`config.mk`:
```
export PLATFORM = sky130hd
export DESIGN_NAME = red_pitaya_clk_gen_flat
export DESIGN_NICKNAME = d
export VERILOG_FILES = /design/src/rtl/red_pitaya_clk_gen_if.sv /design/src/rtl/red_pitaya_clk_gen.sv /design/src/flat_wrapper.sv
export SDC_FILE = /design/constraint.sdc
export NUM_CORES = 2
export LEC_CHECK = 0
export ABC_AREA = 1
export BUFFER_PORTS_ARGS = -buffer_cell sky130_fd_sc_hd__clkbuf_2
export CORE_ASPECT_RATIO = 0.5
export CORE_MARGIN = 2
export CORE_UTILIZATION = 40
export CTS_CLUSTER_SIZE = 25
export DETAILED_ROUTE_END_ITERATION = 8
export HOLD_SLACK_MARGIN = 0.03
export PLACE_DENSITY = 0.62
export SLEW_MARGIN = 30
export SYNTH_ARGS = -nofsm -noshare
export SYNTH_HDL_FRONTEND = slang
export SYNTH_SLANG_ARGS = --single-unit
```
`constraint.sdc`:
```
create_clock -name clk_i -period 10.25 [get_ports clk_i]
set_input_delay 1.5375 -clock clk_i [delete_from_list [all_inputs] [get_ports clk_i]]
set_output_delay 1.5375 -clock clk_i [all_outputs]
set_load 0.1 [all_outputs]
```
`src/rtl/red_pitaya_clk_gen_if.sv`:
```
// Configuration and output bundle for red_pitaya_clk_gen.
//
// The housekeeping register bank drives the config side (master); the clock generator consumes it
// (slave).
//   en_i      per-channel enable, level
//   period_i  per-channel period P, channel n at [n*CW +: CW]
//   high_i    per-channel high time H
//   phase_i   per-channel start count F
//   sync_i    one-cycle pulse, restarts all running channels at their phase
//   clk_o     divided clock outputs
//   tick_o    one-cycle strobe at each period start
//   run_o     channel is running
//   edges_o   per-channel tick count (only with RED_PITAYA_CLK_GEN_EDGE_CNT_EN)
interface red_pitaya_clk_gen_if #(
  parameter int unsigned CHN = 4,
  parameter int unsigned CW  = 32
);

  logic [CHN-1:0]    en_i;
  logic [CHN*CW-1:0] period_i;
  logic [CHN*CW-1:0] high_i;
  logic [CHN*CW-1:0] phase_i;
  logic              sync_i;
  logic [CHN-1:0]    clk_o;
  logic [CHN-1:0]    tick_o;
  logic [CHN-1:0]    run_o;
`ifdef RED_PITAYA_CLK_GEN_EDGE_CNT_EN
  logic [CHN*CW-1:0] edges_o;
`endif

  modport master (
    output en_i,
    output period_i,
    output high_i,
    output phase_i,
    output sync_i,
    input  clk_o,
    input  tick_o,
`ifdef RED_PITAYA_CLK_GEN_EDGE_CNT_EN
    input  edges_o,
`endif
    input  run_o
  );

  modport slave (
    input  en_i,
    input  period_i,
    input  high_i,
    input  phase_i,
    input  sync_i,
    output clk_o,
    output tick_o,
`ifdef RED_PITAYA_CLK_GEN_EDGE_CNT_EN
    output edges_o,
`endif
    output run_o
  );

endinterface

```
`src/rtl/red_pitaya_clk_gen.sv`:
```
// Multi-channel programmable clock/strobe generator.
//
// CHN independent channels, each dividing clk_i by a run-time period P with high time H and start
// count F. A global sync pulse restarts every running channel at its phase so that channels with
// equal P and F run cycle-aligned. All outputs are registered.
//
// Ports:
//   clk_i  system clock
//   rst_i  synchronous reset, active-high, dominates everything
//   cfg    red_pitaya_clk_gen_if slave: en_i, period_i, high_i, phase_i, sync_i in;
//          clk_o, tick_o, run_o (and edges_o) out
//
// Optional feature, macro RED_PITAYA_CLK_GEN_EDGE_CNT_EN: adds edges_o, a per-channel saturating
// count of tick_o pulses since the channel last entered RUN.
module red_pitaya_clk_gen #(
  parameter int unsigned CHN = 4,
  parameter int unsigned CW  = 32
) (
  input  logic                  clk_i,
  input  logic                  rst_i,
  red_pitaya_clk_gen_if.slave   cfg
);

  localparam logic [0:0] StIdle = 1'b0;
  localparam logic [0:0] StRun  = 1'b1;

  logic [CHN-1:0]    clk_vec;
  logic [CHN-1:0]    tick_vec;
  logic [CHN-1:0]    run_vec;
`ifdef RED_PITAYA_CLK_GEN_EDGE_CNT_EN
  logic [CHN*CW-1:0] edges_vec;
`endif

  for (genvar n = 0; n < CHN; n++) begin : g_chn
    logic [CW-1:0] period_w;
    logic [CW-1:0] high_w;
    logic [CW-1:0] phase_w;
    logic [CW-1:0] ld_ps;
    logic [CW-1:0] ld_fs;

    logic [0:0]    state_q, state_d;
    logic [CW-1:0] cnt_q, cnt_d;
    logic [CW-1:0] ps_q, ps_d;
    logic [CW-1:0] hs_q, hs_d;
    logic          clk_q, clk_d;
    logic          tick_q, tick_d;
    logic [CW-1:0] ps_m1;
    logic          load;

    assign period_w = cfg.period_i[n*CW +: CW];
    assign high_w   = cfg.high_i[n*CW +: CW];
    assign phase_w  = cfg.phase_i[n*CW +: CW];

    // Load-time clamping: periods below 2 act as 2 and the phase is kept inside the period, which
    // guarantees cnt never exceeds Ps-1 and the increment can never overflow.
    always_comb begin
      ld_ps = (period_w < CW'(2)) ? CW'(2) : period_w;
      ld_fs = (phase_w < ld_ps) ? phase_w : (ld_ps - CW'(1));
    end

    // Wrap point comes from the shadow only, so live config changes cannot move it mid-period.
    assign ps_m1 = ps_q - CW'(1);

    always_comb begin
      state_d = state_q;
      cnt_d   = cnt_q;
      ps_d    = ps_q;
      hs_d    = hs_q;
      clk_d   = clk_q;
      tick_d  = tick_q;
      load    = 1'b0;

      case (state_q)
        StIdle: begin
          cnt_d  = '0;
          clk_d  = 1'b0;
          tick_d = 1'b0;
          if (cfg.en_i[n]) begin
            load    = 1'b1;
            state_d = StRun;
            cnt_d   = ld_fs;
            clk_d   = (ld_fs < high_w);
            tick_d  = (ld_fs == '0);
          end
        end

        StRun: begin
          if (!cfg.en_i[n]) begin
            // Disable truncates whatever phase is in progress.
            state_d = StIdle;
            cnt_d   = '0;
            clk_d   = 1'b0;
            tick_d  = 1'b0;
          end else begin
            // Sync takes precedence over the wrap; both reload, so a sync on a wrap edge is a
            // single reload.
            if (cfg.sync_i) begin
              load  = 1'b1;
              cnt_d = ld_fs;
            end else if (cnt_q == ps_m1) begin
              load  = 1'b1;
              cnt_d = '0;
            end else begin
              cnt_d = cnt_q + CW'(1);
            end
            // A freshly loaded period is judged against the new high time.
            clk_d  = (cnt_d < (load ? high_w : hs_q));
            tick_d = (cnt_d == '0);
          end
        end

        default: begin
          state_d = StIdle;
          cnt_d   = '0;
          clk_d   = 1'b0;
          tick_d  = 1'b0;
        end
      endcase

      // The phase is consumed at load time only, so no shadow copy of it is kept.
      if (load) begin
        ps_d = ld_ps;
        hs_d = high_w;
      end
    end

    always_ff @(posedge clk_i) begin
      if (rst_i) begin
        state_q <= StIdle;
        cnt_q   <= '0;
        ps_q    <= '0;
        hs_q    <= '0;
        clk_q   <= 1'b0;
        tick_q  <= 1'b0;
      end else begin
        state_q <= state_d;
        cnt_q   <= cnt_d;
        ps_q    <= ps_d;
        hs_q    <= hs_d;
        clk_q   <= clk_d;
        tick_q  <= tick_d;
      end
    end

    assign clk_vec[n]  = clk_q;
    assign tick_vec[n] = tick_q;
    assign run_vec[n]  = (state_q == StRun);

`ifdef RED_PITAYA_CLK_GEN_EDGE_CNT_EN
    logic [CW-1:0] edges_q, edges_d;

    // Counts registered tick pulses, so the count reflects a tick one cycle after it is shown.
    // The count is held while idle and restarted on entry to RUN.
    always_comb begin
      edges_d = edges_q;
      if (state_q == StIdle) begin
        if (cfg.en_i[n]) begin
          edges_d = '0;
        end
      end else if (tick_q && !(&edges_q)) begin
        edges_d = edges_q + CW'(1);
      end
    end

    always_ff @(posedge clk_i) begin
      if (rst_i) begin
        edges_q <= '0;
      end else begin
        edges_q <= edges_d;
      end
    end

    assign edges_vec[n*CW +: CW] = edges_q;
`endif
  end

  assign cfg.clk_o   = clk_vec;
  assign cfg.tick_o  = tick_vec;
  assign cfg.run_o   = run_vec;
`ifdef RED_PITAYA_CLK_GEN_EDGE_CNT_EN
  assign cfg.edges_o = edges_vec;
`endif

endmodule

```
`src/flat_wrapper.sv`:
```
// flat-port wrapper written by rule: the top's interface ports become plain ports
module red_pitaya_clk_gen_flat 
#(
  parameter int unsigned CHN = 4,
  parameter int unsigned CW  = 32
)
  (clk_i, rst_i, cfg_en_i, cfg_period_i, cfg_high_i, cfg_phase_i, cfg_sync_i, cfg_clk_o, cfg_tick_o, cfg_run_o);
  red_pitaya_clk_gen_if #(.CHN(CHN), .CW(CW)) cfg_i ();
  input  logic clk_i;
  input  logic rst_i;
  input wire logic [$bits(cfg_i.en_i)-1:0] cfg_en_i;
  input wire logic [$bits(cfg_i.period_i)-1:0] cfg_period_i;
  input wire logic [$bits(cfg_i.high_i)-1:0] cfg_high_i;
  input wire logic [$bits(cfg_i.phase_i)-1:0] cfg_phase_i;
  input wire logic [$bits(cfg_i.sync_i)-1:0] cfg_sync_i;
  output wire logic [$bits(cfg_i.clk_o)-1:0] cfg_clk_o;
  output wire logic [$bits(cfg_i.tick_o)-1:0] cfg_tick_o;
  output wire logic [$bits(cfg_i.run_o)-1:0] cfg_run_o;
  assign cfg_i.en_i = cfg_en_i;
  assign cfg_i.period_i = cfg_period_i;
  assign cfg_i.high_i = cfg_high_i;
  assign cfg_i.phase_i = cfg_phase_i;
  assign cfg_i.sync_i = cfg_sync_i;
  assign cfg_clk_o = cfg_i.clk_o;
  assign cfg_tick_o = cfg_i.tick_o;
  assign cfg_run_o = cfg_i.run_o;
  red_pitaya_clk_gen #(.CHN(CHN), .CW(CW)) u_core (.clk_i(clk_i), .rst_i(rst_i), .cfg(cfg_i));
endmodule
```
==> impl_metrics.ini <==
[synthesis]
synth_area_leaders = dfxtp_1 21%, ha_1 13%, nand2_1 11%
synth_edf_count = 0
syn_nets = 6633
yosys.area.top_type_share_pct = 20.8
avgSynthCellArea_um2 = 6.51
synth.distinct_cells = 66
synth_area_um2 = 38100
synth_common_cells = 1156 x nand2_1, 700 x inv_1, 566 x nor2_1
synth_ff_type = dfxtp_1
synth_area_leader_cell = dfxtp_1
yosysMostFrequentCell = nand2_1
synth_seq_area_share_pct = 20.8
synthCells = 5858
ys_seq_elements = 396
ys.warnings.count = 0
synth-async-reset-ratio_pct = 0

[sta]
setup_violations = 0
hold_viol = 0
fmax_ghz = 0.162
fin_crit_ps = 6180
worstMarginPinSlew_ps = 976
tns_ps = 0
final.setup.worst_slack_ps = 4070
rsz0062_at_grt = no
drv_slew = 0
finalCritPeriodShare_pct = 60.3
fin_skew_ps = 34.7
slew_headroom_pct = 34.8

[cells_and_area]
drive_gt1_share_pct = 13.1
num-nets-final = 6882
fin_cells = 7397
final_area_um2 = 42300
fin_util_pct = 45.2
multi_input_area_um2 = 26100
regArea_um2 = 7930
syn_to_final_growth_pct = 11.0
final.fill_count = 9966

[placed_design]
placed_cell_area_um2 = 40800
port_buffers = 402
dp.cells = 7314
dpl.hpwl_mm = 116
gp_congestion = 0.945
pre_cts_slack_ps = 3450

[critical_path]
slowest_delay_ps = 650
cp.arrival_ps = 6730
worstReg2RegStart = u_core.g_chn[3].ps_q[0]$_SDFFE_PP0P_
startpoint = cfg_period_i[56]
start_kind = input port
cpMostUsedCell = nand2_1
required_ps = 10800
path_class = input port to register
cp_max_fo = 38
crit_family = simple AND/OR/NAND/NOR gates
cp_num_buf_inv = 3
end_kind = register
timing.reg2reg.setup_slack_ps = 4770
crit_slowest_cell = nand2_2

[detailed_routing]
dr.pass1.iters = 6
routedWlPerCell_um = 19.4
wl_met3_mm = 8.58
routed-wl-met2_mm = 63.8
num_vias = 39900
wl_mm = 144
drt_iter0_markers = 3247
wl_met1_mm = 68.0
via_per_inst = 5.40
top_layer = met4
ant_nets = 0
drcViolationCount = 0

[outcome]
outcome = finished clean

[grt]
grt_use_total_pct = 28.5
grt_max_degree = 118
antenna_found_initial = 4
overflow = 0
grt_pass1_wl_mm = 220
first_global_vias = 37500

[clock_tree]
cts_setup_buffers = 0
cts_max_level = 2
clock_path_buffers = 3
numCtsBuffers = 46
ctsResizeCount = 0
numClockSinks = 396
insertion_delay_ps = 620
cts_root_buffer = clkbuf_16
clkTransAtPathRegs_ps = 70
cts_tree = done
postCtsHoldBufs = 0

[floorplanning]
coreArea_um2 = 93700
rows = 79
chipWidth_um = 441
dieHeight_um = 222
initial_core_util_pct = 40.7
boundaryPins = 403
die_area_um2 = 98000

[min_path]
min_path_type = register to register
min_from = u_core.g_chn[2].hs_q[0]$_SDFFE_PP0P_

[power]
vdd_drop_max_mv = 0.118
power_density_nw_per_um2 = 126
leakage_nw = 20.5

[flow_run]
max_cap_viol_count = 0
[layout make-up]
| class | count | area share (%) |
|---|---|---|
| Clock buffer | 63 | 3.13 |
| Multi-Input combinational cell | 4424 | 61.5 |
| Tap cell | 1255 | 3.71 |
| Inverter | 814 | 7.24 |
| Antenna cell | 5 | 0.0296 |
| Sequential cell | 396 | 18.7 |
| Timing Repair Buffer | 425 | 5.20 |
| Clock inverter | 15 | 0.417 |
[final timing paths]
check | to | cells past startpoint
setup reg to reg | u_core.g_chn[3].ps_q[22]$_SDFFE_PP0P_ | 20
hold / removal | u_core.g_chn[2].hs_q[0]$_SDFFE_PP0P_ | 2
setup / recovery | u_core.g_chn[1].clk_q$_SDFF_PP0_ | 33
hold reg to reg | u_core.g_chn[2].hs_q[0]$_SDFFE_PP0P_ | 2
[layout by cell type (no fill, tap or decap), types with 112 or more instances in the layout]
master | Yosys | routed
a21oi_1 | 482 | 481
clkbuf_2 | 0 | 401
dfxtp_1 | 396 | 396
ha_1 | 384 | 384
inv_1 | 700 | 697
inv_2 | 110 | 112
nand2_1 | 1156 | 1155
nand3_1 | 210 | 210
nand4_1 | 129 | 129
nor2_1 | 566 | 565
o21ai_0 | 433 | 432
xor2_1 | 323 | 323
[worst reg2reg max path, stage by stage, from the launching register on]
cell and delay [ps]:
dfxtp_1 310, inv_1 140, ha_1 220, nand3_1 190, nor2_2 300, nand4_1 270, nor2_1 240, nand2_1 90
xor2_1 130, nand4_1 90, nor2_1 200, nand3_1 180, nand2_2 80, buf_4 660, inv_2 300, nand2_1 120
nand2_1 170, inv_2 710, buf_4 650, o21ai_0 160, a21oi_1 160
[stage by stage]
step	total power (W)	hold WS (ps)
after floorplan	0.00303	456
after global placement	0.00354	466
after detailed placement	0.00358	476
after CTS	0.00533	492
after global routing	0.00566	514
final	0.00533	491
[registers in the layout, summed over array words and instances (netlist names)]
name	flops
u_core.g_chn.ps_q	128
u_core.g_chn.state_q	4
u_core.g_chn.clk_q	4
u_core.g_chn.cnt_q	128
u_core.g_chn.tick_q	4
u_core.g_chn.hs_q	128
[logic make-up after synthesis]
logic type | Yosys count | share of synthesized area [%]
compound gates | 1257 | 18.8
xor+xnor | 411 | 9.44
fa+ha+maj | 384 | 12.6
buf+inv | 1038 | 10.9
flops | 396 | 20.8
simple gates | 2372 | 27.4
[layer usage]
layer / GRT usage (%) / up-vias
met5: 0 / -
met4: 7.07 / 0
met3: 4.17 / 160
met2: 45.3 / 1200
met1: 40.1 / 18700
li1: - / 19900
[power by group]
| part | internal, W | switching [W] | total [W] |
|---|---|---|---|
| Clock | 0.000980 | 0.000762 | 0.00174 |
| Combinational | 0.000618 | 0.00119 | 0.00181 |
| Sequential | 0.00165 | 0.000128 | 0.00178 |
Power figures use the tool's default switching activity.
